`src/rtl/lcd_8080_if.sv`:
```
`default_nettype none
// ============================================================================
// Module   : lcd_8080_if
// Brief    : Window request, pixel stream and 8080 bus-word bundle for the
//            LCD controller. The controller takes the slave view; the host /
//            bus driver side takes the master view.
// Revision : 1.0 - initial release
// ============================================================================
interface lcd_8080_if;
    logic        win_start;
    logic [9:0]  win_x0;
    logic [9:0]  win_x1;
    logic [9:0]  win_y0;
    logic [9:0]  win_y1;
    logic        pix_valid;
    logic [15:0] pix_data;
    logic        pix_ready;
    logic        app_valid;
    logic [16:0] app_din;
    logic        ready;
    logic        done;
    logic        err;

    modport master (
        output win_start, win_x0, win_x1, win_y0, win_y1, pix_valid, pix_data,
        input  pix_ready, app_valid, app_din, ready, done, err
    );

    modport slave (
        input  win_start, win_x0, win_x1, win_y0, win_y1, pix_valid, pix_data,
        output pix_ready, app_valid, app_din, ready, done, err
    );
endinterface
`default_nettype wire

```
`src/rtl/lcd_8080_ctrl.sv`:
```
`default_nettype none
// ============================================================================
// Module   : lcd_8080_ctrl
// Brief    : Power-up sequencer (SLPOUT / DISPON) and window writer for an
//            8080-style LCD. Emits CASET/PASET/RAMWR headers followed by the
//            RGB565 pixel stream, one registered bus word per cycle.
// Revision : 1.0 - initial release
// ============================================================================
module lcd_8080_ctrl #(
    parameter int INIT_DELAY = 6000000,
    parameter int SLP_DELAY  = 6000000
) (
    input  logic        sys_clk,
    input  logic        rst_n,
    lcd_8080_if.slave   bus
);

    typedef enum logic [2:0] {
        RST_WAIT = 3'd0,
        SLPOUT   = 3'd1,
        SLP_WAIT = 3'd2,
        DISPON   = 3'd3,
        IDLE     = 3'd4,
        HDR      = 3'd5,
        PIXEL    = 3'd6,
        DONE     = 3'd7
    } state_t;

    localparam logic [31:0] c_INIT_LAST = 32'(INIT_DELAY - 1);
    localparam logic [31:0] c_SLP_LAST  = 32'(SLP_DELAY - 1);
    localparam logic [3:0]  c_HDR_LAST  = 4'd10;

    state_t      r_state;
    state_t      w_state_nxt;
    logic [31:0] r_dly;
    logic [31:0] w_dly_nxt;
    // A full 1024x1024 window is 2^20 pixels, which needs bit 20.
    logic [20:0] r_pix_cnt;
    logic [20:0] w_pix_cnt_nxt;
    logic [3:0]  r_idx;
    logic [3:0]  w_idx_nxt;
    logic [3:0]  w_idx_inc;
    logic [9:0]  r_x0, r_x1, r_y0, r_y1;
    logic        w_latch;
    logic        w_win_ok;
    logic [10:0] w_width;
    logic [10:0] w_height;
    logic [20:0] w_area;
    logic [16:0] w_hdr_word;

    logic        r_app_valid;
    logic [16:0] r_app_din;
    logic        r_pix_ready;
    logic        r_ready;
    logic        r_done;
    logic        r_err;
    logic        w_app_valid_nxt;
    logic [16:0] w_app_din_nxt;
    logic        w_err_nxt;

    assign w_win_ok  = (bus.win_x0 <= bus.win_x1) && (bus.win_y0 <= bus.win_y1);
    assign w_width   = {1'b0, bus.win_x1} - {1'b0, bus.win_x0} + 11'd1;
    assign w_height  = {1'b0, bus.win_y1} - {1'b0, bus.win_y0} + 11'd1;
    assign w_area    = 21'(w_width) * 21'(w_height);
    assign w_idx_inc = r_idx + 4'd1;

    // Header word that follows the one currently on the bus (index r_idx).
    always_comb begin
        w_hdr_word = 17'h0002C;
        case (w_idx_inc)
            4'd1:    w_hdr_word = {1'b1, 14'd0, r_x0[9:8]};
            4'd2:    w_hdr_word = {1'b1, 8'd0,  r_x0[7:0]};
            4'd3:    w_hdr_word = {1'b1, 14'd0, r_x1[9:8]};
            4'd4:    w_hdr_word = {1'b1, 8'd0,  r_x1[7:0]};
            4'd5:    w_hdr_word = 17'h0002B;
            4'd6:    w_hdr_word = {1'b1, 14'd0, r_y0[9:8]};
            4'd7:    w_hdr_word = {1'b1, 8'd0,  r_y0[7:0]};
            4'd8:    w_hdr_word = {1'b1, 14'd0, r_y1[9:8]};
            4'd9:    w_hdr_word = {1'b1, 8'd0,  r_y1[7:0]};
            default: w_hdr_word = 17'h0002C;
        endcase
    end

    // State register.
    always_ff @(posedge sys_clk or negedge rst_n) begin
        if (!rst_n) begin
            r_state <= RST_WAIT;
        end else begin
            r_state <= w_state_nxt;
        end
    end

    // Next state plus the bus word to present in the next cycle.
    always_comb begin
        w_state_nxt     = r_state;
        w_dly_nxt       = r_dly;
        w_pix_cnt_nxt   = r_pix_cnt;
        w_idx_nxt       = r_idx;
        w_latch         = 1'b0;
        w_app_valid_nxt = 1'b0;
        w_app_din_nxt   = r_app_din;
        w_err_nxt       = 1'b0;
        case (r_state)
            RST_WAIT: begin
                if (r_dly == c_INIT_LAST) begin
                    w_dly_nxt       = '0;
                    w_state_nxt     = SLPOUT;
                    w_app_valid_nxt = 1'b1;
                    w_app_din_nxt   = 17'h00011;
                end else begin
                    w_dly_nxt = r_dly + 32'd1;
                end
            end
            SLPOUT: begin
                w_dly_nxt   = '0;
                w_state_nxt = SLP_WAIT;
            end
            SLP_WAIT: begin
                if (r_dly == c_SLP_LAST) begin
                    w_dly_nxt       = '0;
                    w_state_nxt     = DISPON;
                    w_app_valid_nxt = 1'b1;
                    w_app_din_nxt   = 17'h00029;
                end else begin
                    w_dly_nxt = r_dly + 32'd1;
                end
            end
            DISPON: begin
                w_state_nxt = IDLE;
            end
            IDLE: begin
                if (bus.win_start) begin
                    if (w_win_ok) begin
                        w_latch         = 1'b1;
                        w_pix_cnt_nxt   = w_area;
                        w_idx_nxt       = '0;
                        w_state_nxt     = HDR;
                        w_app_valid_nxt = 1'b1;
                        w_app_din_nxt   = 17'h0002A;
                    end else begin
                        w_err_nxt = 1'b1;
                    end
                end
            end
            HDR: begin
                if (r_idx == c_HDR_LAST) begin
                    w_state_nxt = PIXEL;
                end else begin
                    w_idx_nxt       = w_idx_inc;
                    w_app_valid_nxt = 1'b1;
                    w_app_din_nxt   = w_hdr_word;
                end
            end
            PIXEL: begin
                if (bus.pix_valid) begin
                    w_app_valid_nxt = 1'b1;
                    w_app_din_nxt   = {1'b1, bus.pix_data};
                    w_pix_cnt_nxt   = r_pix_cnt - 21'd1;
                    if (r_pix_cnt == 21'd1) begin
                        w_state_nxt = DONE;
                    end
                end
            end
            DONE: begin
                w_state_nxt = IDLE;
            end
            default: begin
                w_state_nxt = RST_WAIT;
            end
        endcase
    end

    // Counters, latched window bounds and all registered outputs.
    always_ff @(posedge sys_clk or negedge rst_n) begin
        if (!rst_n) begin
            r_dly       <= '0;
            r_pix_cnt   <= '0;
            r_idx       <= '0;
            r_x0        <= '0;
            r_x1        <= '0;
            r_y0        <= '0;
            r_y1        <= '0;
            r_app_valid <= 1'b0;
            r_app_din   <= '0;
            r_pix_ready <= 1'b0;
            r_ready     <= 1'b0;
            r_done      <= 1'b0;
            r_err       <= 1'b0;
        end else begin
            r_dly       <= w_dly_nxt;
            r_pix_cnt   <= w_pix_cnt_nxt;
            r_idx       <= w_idx_nxt;
            if (w_latch) begin
                r_x0 <= bus.win_x0;
                r_x1 <= bus.win_x1;
                r_y0 <= bus.win_y0;
                r_y1 <= bus.win_y1;
            end
            r_app_valid <= w_app_valid_nxt;
            r_app_din   <= w_app_din_nxt;
            r_err       <= w_err_nxt;
            // Status flags are decoded from the upcoming state so they line
            // up with the state itself while still coming from a flop.
            r_pix_ready <= (w_state_nxt == PIXEL);
            r_ready     <= (w_state_nxt == IDLE);
            r_done      <= (w_state_nxt == DONE);
        end
    end

    assign bus.app_valid = r_app_valid;
    assign bus.app_din   = r_app_din;
    assign bus.pix_ready = r_pix_ready;
    assign bus.ready     = r_ready;
    assign bus.done      = r_done;
    assign bus.err       = r_err;

endmodule
`default_nettype wire

```
`src/flat_wrapper.sv`:
```
// flat-port wrapper written by rule: the top's interface ports become plain ports
module lcd_8080_ctrl_flat 
#(
    parameter int INIT_DELAY = 6000000,
    parameter int SLP_DELAY  = 6000000
)
  (sys_clk, rst_n, bus_win_start, bus_win_x0, bus_win_x1, bus_win_y0, bus_win_y1, bus_pix_valid, bus_pix_data, bus_pix_ready, bus_app_valid, bus_app_din, bus_ready, bus_done, bus_err);
  lcd_8080_if bus_i ();
  input  logic sys_clk;
  input  logic rst_n;
  input wire logic [$bits(bus_i.win_start)-1:0] bus_win_start;
  input wire logic [$bits(bus_i.win_x0)-1:0] bus_win_x0;
  input wire logic [$bits(bus_i.win_x1)-1:0] bus_win_x1;
  input wire logic [$bits(bus_i.win_y0)-1:0] bus_win_y0;
  input wire logic [$bits(bus_i.win_y1)-1:0] bus_win_y1;
  input wire logic [$bits(bus_i.pix_valid)-1:0] bus_pix_valid;
  input wire logic [$bits(bus_i.pix_data)-1:0] bus_pix_data;
  output wire logic [$bits(bus_i.pix_ready)-1:0] bus_pix_ready;
  output wire logic [$bits(bus_i.app_valid)-1:0] bus_app_valid;
  output wire logic [$bits(bus_i.app_din)-1:0] bus_app_din;
  output wire logic [$bits(bus_i.ready)-1:0] bus_ready;
  output wire logic [$bits(bus_i.done)-1:0] bus_done;
  output wire logic [$bits(bus_i.err)-1:0] bus_err;
  assign bus_i.win_start = bus_win_start;
  assign bus_i.win_x0 = bus_win_x0;
  assign bus_i.win_x1 = bus_win_x1;
  assign bus_i.win_y0 = bus_win_y0;
  assign bus_i.win_y1 = bus_win_y1;
  assign bus_i.pix_valid = bus_pix_valid;
  assign bus_i.pix_data = bus_pix_data;
  assign bus_pix_ready = bus_i.pix_ready;
  assign bus_app_valid = bus_i.app_valid;
  assign bus_app_din = bus_i.app_din;
  assign bus_ready = bus_i.ready;
  assign bus_done = bus_i.done;
  assign bus_err = bus_i.err;
  lcd_8080_ctrl #(.INIT_DELAY(INIT_DELAY), .SLP_DELAY(SLP_DELAY)) u_core (.sys_clk(sys_clk), .rst_n(rst_n), .bus(bus_i));
endmodule
```
`config.mk`:
```
export PLATFORM = sky130hd
export DESIGN_NAME = lcd_8080_ctrl_flat
export DESIGN_NICKNAME = d
export VERILOG_FILES = /design/src/rtl/lcd_8080_if.sv /design/src/rtl/lcd_8080_ctrl.sv /design/src/flat_wrapper.sv
export SDC_FILE = /design/constraint.sdc
export NUM_CORES = 1
export LEC_CHECK = 0
export BUFFER_PORTS_ARGS = -buffer_cell sky130_fd_sc_hd__clkbuf_2
export CAP_MARGIN = 40
export CELL_PAD_IN_SITES_DETAIL_PLACEMENT = 0
export CELL_PAD_IN_SITES_GLOBAL_PLACEMENT = 1
export CORE_ASPECT_RATIO = 1.5
export CORE_UTILIZATION = 45
export DETAILED_ROUTE_END_ITERATION = 16
export MAX_ROUTING_LAYER = met4
export PLACE_DENSITY_LB_ADDON = 0.2
export RECOVER_POWER = 25
export SLEW_MARGIN = 20
export SYNTH_ARGS = -nofsm -noshare
export SYNTH_HDL_FRONTEND = slang
export SYNTH_SLANG_ARGS = --single-unit
```
`constraint.sdc`:
```
create_clock -name sys_clk -period 3 [get_ports sys_clk]
set_input_delay 0.6 -clock sys_clk [delete_from_list [all_inputs] [get_ports sys_clk]]
set_output_delay 0.6 -clock sys_clk [all_outputs]
set_load 0.05 [all_outputs]
```
# Yosys cells after proc, flatten, opt, wreduce, memory -nomap -nowiden
# Index checks and enable logic that the tools add are counted.
word_totals:
  ff_bits: 122
  latchBits: 0
  ram_bits: 0
  mem_bits_ro: 0
  in_bits: 60
  out_inout_bits: 22
  elab_cells: 99
  memories: 0
op_classes:
  n_addsub: 7
  n_mul: 1
  div: 0
  magnitude_cmp: 2
  n_eq_ne: 28
  shifts: 0
  mux: 36
  bitwise_logic: 0
  reduce_logical: 11
op_table:
  columns: ["operator", "count"]
  rows:
  - ["$pmux W17 S9", 1]
  - ["$mux W17", 6]
  - ["$pmux W17 S5", 1]
  - ["$pmux W32 S2", 1]
  - ["$mux W21", 3]
  - ["$pmux W21 S2", 1]
  - ["$add A32 B1 Y32 const B", 1]
  - ["$eq A32 B23 Y1 const B", 1]
  - ["$mux W32", 1]
  - ["$add A11 B1 Y11 const B", 2]
  - ["$sub A10 B10 Y11", 2]
  - ["$eq A21 B1 Y1 const B", 1]
  - ["$eq A3 B3 Y1 const B", 7]
  - ["$mul A11 B11 Y21", 1]
  - ["$mux W3", 7]
  - ["$pmux W3 S7", 1]
  - ["$sub A21 B1 Y21 const B", 1]
  - ["$le A10 B10 Y1", 2]
  - ["$eq A4 B3 Y1 const B", 4]
  - ["$eq A4 B4 Y1 const B", 3]
  - ["$mux W4", 3]
  - ["$mux W1", 9]
  - ["$eq A4 B2 Y1 const B", 2]
  - ["$pmux W4 S2", 1]
  - ["other kinds (14)", 23]

# Depth between registers and ports, before layout
# Gate-level depths: netlist (run 1).
logic_depth:
  depth_word: 6
  ltp_mapped: 33
  ltp_nobuf: 33

# Least setup slack after synthesis (run 1)
# OpenSTA, ideal clock, no wires.
synth_path:
  path_kind: "input to register"
  from: "input port bus_win_y1[1]"
  to: "register u_core.r_pix_cnt[20]"
  setup_time_ns: 0.069
  arrival_ns: 7.193
  required_time_ns: 2.931
  setup_slack_ns: -4.261
  cell_stages: 32
  path_buffers: 1
  cell_sequence: "inv_1 ha_1 inv_1 ha_1 inv_1 fa_1 nor2b_1 o21ai_0 a21boi_1 o21ai_1 a21boi_1 o21ai_1 nor3b_1 buf_2 or3_1 fa_1 fa_1 inv_1 fa_1 fa_1 inv_1 fa_1 inv_1 ha_1 a21oi_1 nand2_1 o211ai_1 nand2_1 a41oi_1 o21ai_0 a211o_1 nand3_1"
synth_between:
  elab_chain_cells: 6
  elab_cells_between_ends: 10
  classes_between: "2 x add/sub; 1 x mul; 1 x order compare; 1 x eq/ne; 3 x mux; 2 x reduce/logical"
synth_rtl:
  columns: ["element", "line", "text"]
  rows:
  - ["start: declaration", "flat_wrapper.sv:15", "input wire logic [$bits(bus_i.win_y1)-1:0] bus_win_y1;"]
  - ["$sub A10 B10 Y11", "lcd_8080_ctrl.sv:63", "assign w_height = {1'b0, bus.win_y1} - {1'b0, bus.win_y0} + 11'd1;"]
  - ["$add A11 B1 Y11", "lcd_8080_ctrl.sv:63", null]
  - ["$mul A11 B11 Y21", "lcd_8080_ctrl.sv:64", "assign w_area = 21'(w_width) * 21'(w_height);"]
  - ["$mux W21", "lcd_8080_ctrl.sv:133", "if (w_win_ok) begin"]
  - ["$mux W21", "lcd_8080_ctrl.sv:132", "if (bus.win_start) begin"]
  - ["$pmux W21 S2", "lcd_8080_ctrl.sv:103", "case (r_state)"]
  - ["end signal: assignment", "lcd_8080_ctrl.sv:191", "r_pix_cnt <= w_pix_cnt_nxt;"]
  - ["end: declaration", "lcd_8080_ctrl.sv:38", "logic [20:0] r_pix_cnt;"]
# Several ways; a longest one is shown, not always the timed one. The select of a mux whose other input is x is not followed.
# A chain may end at the register's enable or synchronous reset.

# Final worst setup path (run 1)
# Ends and elaborated chain as after synthesis.

==> results of run 1 <==
repair_timing:
action | 4_1_cts | 5_1_grt
hold buffers | 0 | 0
setup buffers | 21 | 8
setup endpoints to repair | 18 | 18
gates resized for setup | 107 | 26
pin swaps | 94 | 45
worst max path at each step:
stage / startpoint / endpoint / slack [ps] / cells past startpoint
6_report: bus_win_y1[1] / u_core.r_pix_cnt[20] / -3690 / 32
4_1_cts: bus_win_y1[1] / u_core.r_pix_cnt[20] / -3560 / 33
3_3_place_gp: bus_win_y1[1] / u_core.r_pix_cnt[19] / -4240 / 30
3_5_place_dp: bus_win_y1[1] / u_core.r_pix_cnt[19] / -4370 / 30
5_1_grt: bus_win_y1[1] / u_core.r_pix_cnt[16] / -3910 / 33
2_1_floorplan: bus_win_y0[1] / u_core.r_pix_cnt[18] / -3740 / 31
synthesized netlist by cell type, types with 6 or more instances:
| cell type | n |
|---|---|
| a31oi_1 | 9 |
| or3_1 | 12 |
| nor4_1 | 11 |
| nor3_1 | 35 |
| nor2b_1 | 13 |
| buf_2 | 15 |
| nand4_1 | 14 |
| o22ai_1 | 6 |
| and2_1 | 8 |
| a32oi_1 | 7 |
| a21o_1 | 12 |
| inv_1 | 189 |
| and3_1 | 12 |
| or2_2 | 11 |
| nand2b_1 | 26 |
| nand2_1 | 136 |
| nor2_1 | 139 |
| xor2_1 | 19 |
| a22oi_1 | 9 |
| ha_1 | 120 |
| nand3_1 | 32 |
| dfrtp_1 | 122 |
| fa_1 | 83 |
| xnor2_1 | 33 |
| o21a_1 | 7 |
| o21ai_0 | 66 |
| a21oi_1 | 44 |
| clkbuf_1 | 32 |
| o31ai_1 | 7 |
| o21ai_1 | 54 |
layer usage:
layer	track usage (%)	up-vias
met1	31.44	5148
met5	-	-
met3	2.511	69
met4	12.84	0
li1	-	5223
met2	49.73	228
per-stage QoR:
stage	setup WS, ps	TNS (ps)	hold WS (ps)	utilization [%]
finish	-3695	-52770	390.1	62.43
global route	-3912	-56140	389.9	62.43
CTS	-3556	-50610	80.38	62.00
detailed placement	-4368	-64690	469.0	57.23
global placement	-4240	-62380	461.7	57.23
floorplan	-3736	-51300	304.4	-
layout make-up:
type                            instances  share of cell area [%]
Clock buffer                           22                   2.873
Tap cell                              328                   2.596
Inverter                              192                   4.734
Timing Repair Buffer                  333                   15.64
Clock inverter                          8                  0.7678
Sequential cell                       122                   19.31
Multi-Input combinational cell       1014                   54.07
cell families (layout without fill, tap and decap cells):
group	count (synthesis)	in the layout	share of synthesized area, %
AOI/OAI and AO/OA	275	275	14.68
muxes	4	4	0.3635
DFF	122	122	26.09
buffers and inverters	244	555	8.178
and+or+nand+nor	480	480	19.78
adders and majority gates	203	203	27.03
xor gates and xnor gates	52	52	3.891
placed cells by master (no fill, tap or decap), types with 9 or more instances in the layout:
cell and count:
nand4_1 14, a31oi_1 9, ha_1 95, ha_4 23, inv_1 162, nand2b_1 23
o21ai_0 58, o21ai_1 55, clkbuf_2 79, xnor2_1 24, inv_2 25, xor2_1 17
nand2_1 131, nor3_1 29, or3_1 9, nand3_1 30, nor2b_1 12, and3_1 12
a21oi_1 35, or2_2 9, a21o_1 12, dfrtp_1 122, nor4_1 11, buf_4 225
buf_6 19, a22oi_1 9, nor2_1 129, clkbuf_16 19, fa_1 73, fa_2 10
worst min-delay path: stages:
cell      delay, ps
clkbuf_2         80
nand2_1          40
o21ai_1          50
flip-flops by register name, summed over array words and instances, names as in the netlist, 3 cells and up:
register	count
u_core.r_y0	10
u_core.r_x1	10
u_core.bus.app_din	17
u_core.r_idx	4
u_core.r_x0	10
u_core.r_pix_cnt	21
u_core.r_dly	32
u_core.r_state	3
u_core.r_y1	10
==> impl_results.md, run 1 <==
* Pins Over Slew Limit at 0
* Top layer in use: met4
* Crit. End Element: flop
* Failing checks: setup timing
* Clock root buffer: clkbuf_16
* CP dominant cell by count: fa_2
* CTS tree: done
* Internal reg-to-reg setup slack at 450 ps
* RSZ-0062 raised after global routing: true
* Period minus WS final at 6695 ps
* Slew headroom at 4.027%
* Die Wd at 133.7 microns
* Total CTS buffers at 17
* Top Ports at 82
* Worst Path Max Fanout at 5
* Met2 wire length at 17570 microns
* Core Rows at 71
* Post-synth top area cell: dfrtp_1
* DRT Pass-1 Iters at 5
* Ys Warns at 0
* Final instance area at 0.01581 sq mm
* H-tree lvl count at 4
* Setup WS post-layout at -3695 ps
* Detailed Route WL at 33820 microns
* Final-report setup violation count at 18
* Critical path launch point type: input pin
* Crit share post-route at 223.2%
* Antenna-violating nets left at 0
* Flops & latches, synth at 122
* Synthesized instance count at 1380
* Placed inst area at 0.01449 sq mm
* Hold Vio Cnt, Final at 0
* Hold Crit Start: bus_pix_data[15]
* Synth Net Count at 1643
* DRC viols at 0
* Synth area leaders: dfrtp_1 (26%), fa_1 (14%), ha_1 (13%), inv_1 (6.1%), nor2_1 (4.5%)
* Reg2Reg Launch Point: u_core.r_dly[24]
* 1st-iter DRT viols at 389
* Fmax at 149.4 MHz
* First-pass GRT wire length at 56140 microns
* Synthesized area at 0.01170 sq mm
* Register area share after synthesis at 26.09%
* Layout cell share with drive strength beyond 1 at 30.34%
* Die height at 199.5 microns
* Via count at 10668
* Met1 Wirelength at 14070 microns
* Slowest library cell on the worst path: fa_2
* Netlist cell types at 76
* Multi-input gate area at 0.008547 sq mm
* Vias per inst at 5.284
* Maxcap violations at 0
* Status: finished, violations left
* Slew @ Worst Pin at 1440 ps
* Yosys top cell area share at 26.09%
* Vias in the first global route at 11305
* Buffers added on ports at 81
* Reg2Reg Capture Point: u_core.bus.app_din[14]
* Overflow after GRT at 0
* Final Skew at 9.220 ps
* Pin count of the biggest net entering global routing at 64
* All-Layer GR Usage at 27.85%
* Synth Flop Type: dfrtp_1
* HPWL after DPL at 27340 microns
* CP peak stage delay at 550 ps
* Cell family with most CP delay: adder cells
* GP Congestion at 0.8957
* Required time of the critical path at 3360 ps
* Metal3 WL at 843 microns
* Nets at 1943
* Clk buf depth at 2
* Storage cell area at 0.003053 sq mm
* Number of flops mapped to enable cells by yosys at 0
* Die Area at 0.02667 sq mm
* Crit path buf inv count at 7
* Synth async-reset ratio at 100.0%
* Avg Inst Size Synth at 8.481 sq um
* Area Overhead vs Synth at 35.05%
* CP Class: input pin to flop
* Non-Filler Instances at 2019
* Fillers at 2209
* Worst Hold Class: input pin to flop
* Clock latency on the worst-skew pair at 420 ps
* Clk sink count at 122
* Routed len/inst at 16.75 microns
* Number of inserted diodes at 0
* Core box area at 0.02532 sq mm
* Critical path arrival at 7050 ps
* DP Cell Count at 1966
* Hold Path Stages at 3
* Worst R2R Path Depth at 9
* Initial antenna violation count at 0
* Worst-path clk slew at 50 ps
* Starting density of the core at 46.23%
* Worst Hold Path EP: u_core.bus.app_din[15]
Power of run 1 is not shown: default switching activity piles up to over one toggle a cycle in this logic, so the estimate is an artifact.
==> run 2, diff against run 1 <==
Settings changed: PLACE_DENSITY_LB_ADDON 0.2 to 0.15.
==> impl_results.md, run 2 (same netlist as run 1, synthesis figures left out) <==
* Status: finished, violations left
* Failing checks: capacitance limit, slew limit, setup timing
* Vias in the first global route at 11153 (-1.3%)
* Antenna-violating nets left at 0 (unchanged)
* Largest register FFs at 32 (unchanged)
* Starting density of the core at 46.23% (unchanged)
* Die Area at 0.02667 sq mm (unchanged)
* Layout cell share with drive strength beyond 1 at 30.38% (+0.046 points)
* Initial antenna violation count at 0 (unchanged)
* 1st-iter DRT viols at 525 (+35%)
* Core Rows at 71 (unchanged)
* Critical path launch point type: input pin
* CP Class: input pin to flop
* Routed len/inst at 16.81 microns (+0.36%)
* Setup WS post-layout at -3611 ps (+84.34 ps)
* CP dominant cell by count: fa_1
* Setup TNS at -52450 ps (+322.7 ps)
* Setup WS pre-CTS at -4312 ps (+56.13 ps)
* Pin count of the biggest net entering global routing at 65 (+1.6%)
* Maxcap violations at 1 (+1)
* DRT Pass-1 Iters at 6 (+1)
* Worst-path clk slew at 70 ps (+20 ps)
* Final Skew at 13.85 ps (+4.627 ps)
* Worst Hold Class: input pin to flop
* Slew headroom at -62.79% (-67 points)
* Commonest non-fill, non-tap cell in the layout: buf_4
* HPWL after DPL at 27370 microns (+0.12%)
* Die Wd at 133.7 microns (unchanged)
* GP Congestion at 0.9101 (+1.6%)
* Internal reg-to-reg setup slack at 430 ps (-20 ps)
* Period minus WS final at 6611 ps (-84.34 ps)
* DRC viols at 0 (unchanged)
* Clk sink count at 122 (unchanged)
* Worst Path Max Fanout at 4 (-1)
* Detailed Route WL at 34010 microns (+0.56%)
* Top Ports at 82 (unchanged)
* Hold Buf Count CTS at 0 (unchanged)
* Slew @ Worst Pin at 2442 ps (+1002 ps)
* Crit. End Element: flop
* Die height at 199.5 microns (unchanged)
* All-Layer GR Usage at 28.00% (+0.15 points)
* Largest Register: u_core.r_dly
* Clk buf depth at 2 (unchanged)
* Buffers added on ports at 81 (unchanged)
* Overflow after GRT at 0 (unchanged)
* Via count at 10684 (+0.15%)
* Final core occ at 62.94% (+0.51 points)
* Crit share post-route at 220.4% (-2.8 points)
* Clock root buffer: clkbuf_16
* Cell family with most CP delay: adder cells
* RSZ-0062 raised after global routing: true
* First-pass GRT wire length at 56320 microns (+0.32%)
* Pins Over Slew Limit at 45 (+45)
* Core box area at 0.02532 sq mm (unchanged)
* H-tree lvl count at 4 (unchanged)
* Number of inserted diodes at 0 (unchanged)
* Final-report setup violation count at 18 (unchanged)
* CP peak stage delay at 540 ps (about the same)
* Total CTS buffers at 17 (unchanged)
* Slowest library cell on the worst path: fa_1
* Hold Vio Cnt, Final at 0 (unchanged)
* Crit path buf inv count at 9 (+2)
* Area Overhead vs Synth at 36.16%
* Nets at 1945 (+0.10%)
* Critical path arrival at 6920 ps (-130 ps)
* Fmax at 151.3 MHz (+1.3%)
* Most frequent cells in the layout: buf_4 (221), inv_1 (165), nand2_1 (131), nor2_1 (127), dfrtp_1 (122)
* Clock latency on the worst-skew pair at 430 ps (about the same)
* Vias per inst at 5.281 (about the same)
* Required time of the critical path at 3310 ps (-50 ps)
* CTS tree: done
## run 2: per-layer routing
layer,track usage [%],share of wire (%),vias to the layer above
met5,-,0,-
met4,9.217,2.2,0
met3,2.080,2.6,50
met2,52.16,54,196
met1,31.48,41,5210
li1,-,-,5228
## run 2: what timing repair did
action	CTS	global route
pin swaps	56	65
buffers inserted	22	14
gates resized for setup	77	60
endpoints found under the setup margin	18	18
## run 2: layout make-up
class / instances / area, sq um
sequential: 122 / 3053
clock buffer: 18 / 439.2
inverter: 192 / 748.2
tap: 328 / 410.4
timing repair buffer: 335 / 2515
clock inverter: 14 / 217.7
multi-input combinational: 1014 / 8552
fill: 2242 / 9383
## run 2: final timing paths
| kind | startpoint | endpoint | cells past startpoint |
|---|---|---|---|
| min in group asynchronous | rst_n | u_core.bus.app_din[0] | 1 |
| worst min-delay path | bus_pix_data[13] | u_core.bus.app_din[13] | 3 |
| worst max register to register | u_core.r_dly[27] | u_core.r_dly[2] | 8 |
| worst max-delay path | bus_win_y1[1] | u_core.r_pix_cnt[19] | 32 |
| worst min register to register | u_core.bus.app_din[8] | u_core.bus.app_din[8] | 2 |
| max in group asynchronous | rst_n | u_core.r_pix_cnt[6] | 2 |
## run 2: metrics by stage
stage | hold slack, ps | cell area [sq um] | instances
finish | 392.9 | 15940 | 2023
global route | 391.8 | 15940 | 2023
detailed placement | 470.8 | 14440 | 1961
CTS | 195.2 | 15600 | 2012
global placement | 464.4 | 14440 | 1961
floorplan | 304.4 | 12130 | 1380
## run 2: worst reg2reg max path: stages, from the launching register on
cell and delay [ps]:
dfrtp_1 440, nor4_1 350, nand3_1 130, nor4_1 380, nand3_1 260, nand2_1 500, nor2_1 80, o21ai_0 170
o21ai_0 120
Power of run 2 is left out for the same reason.
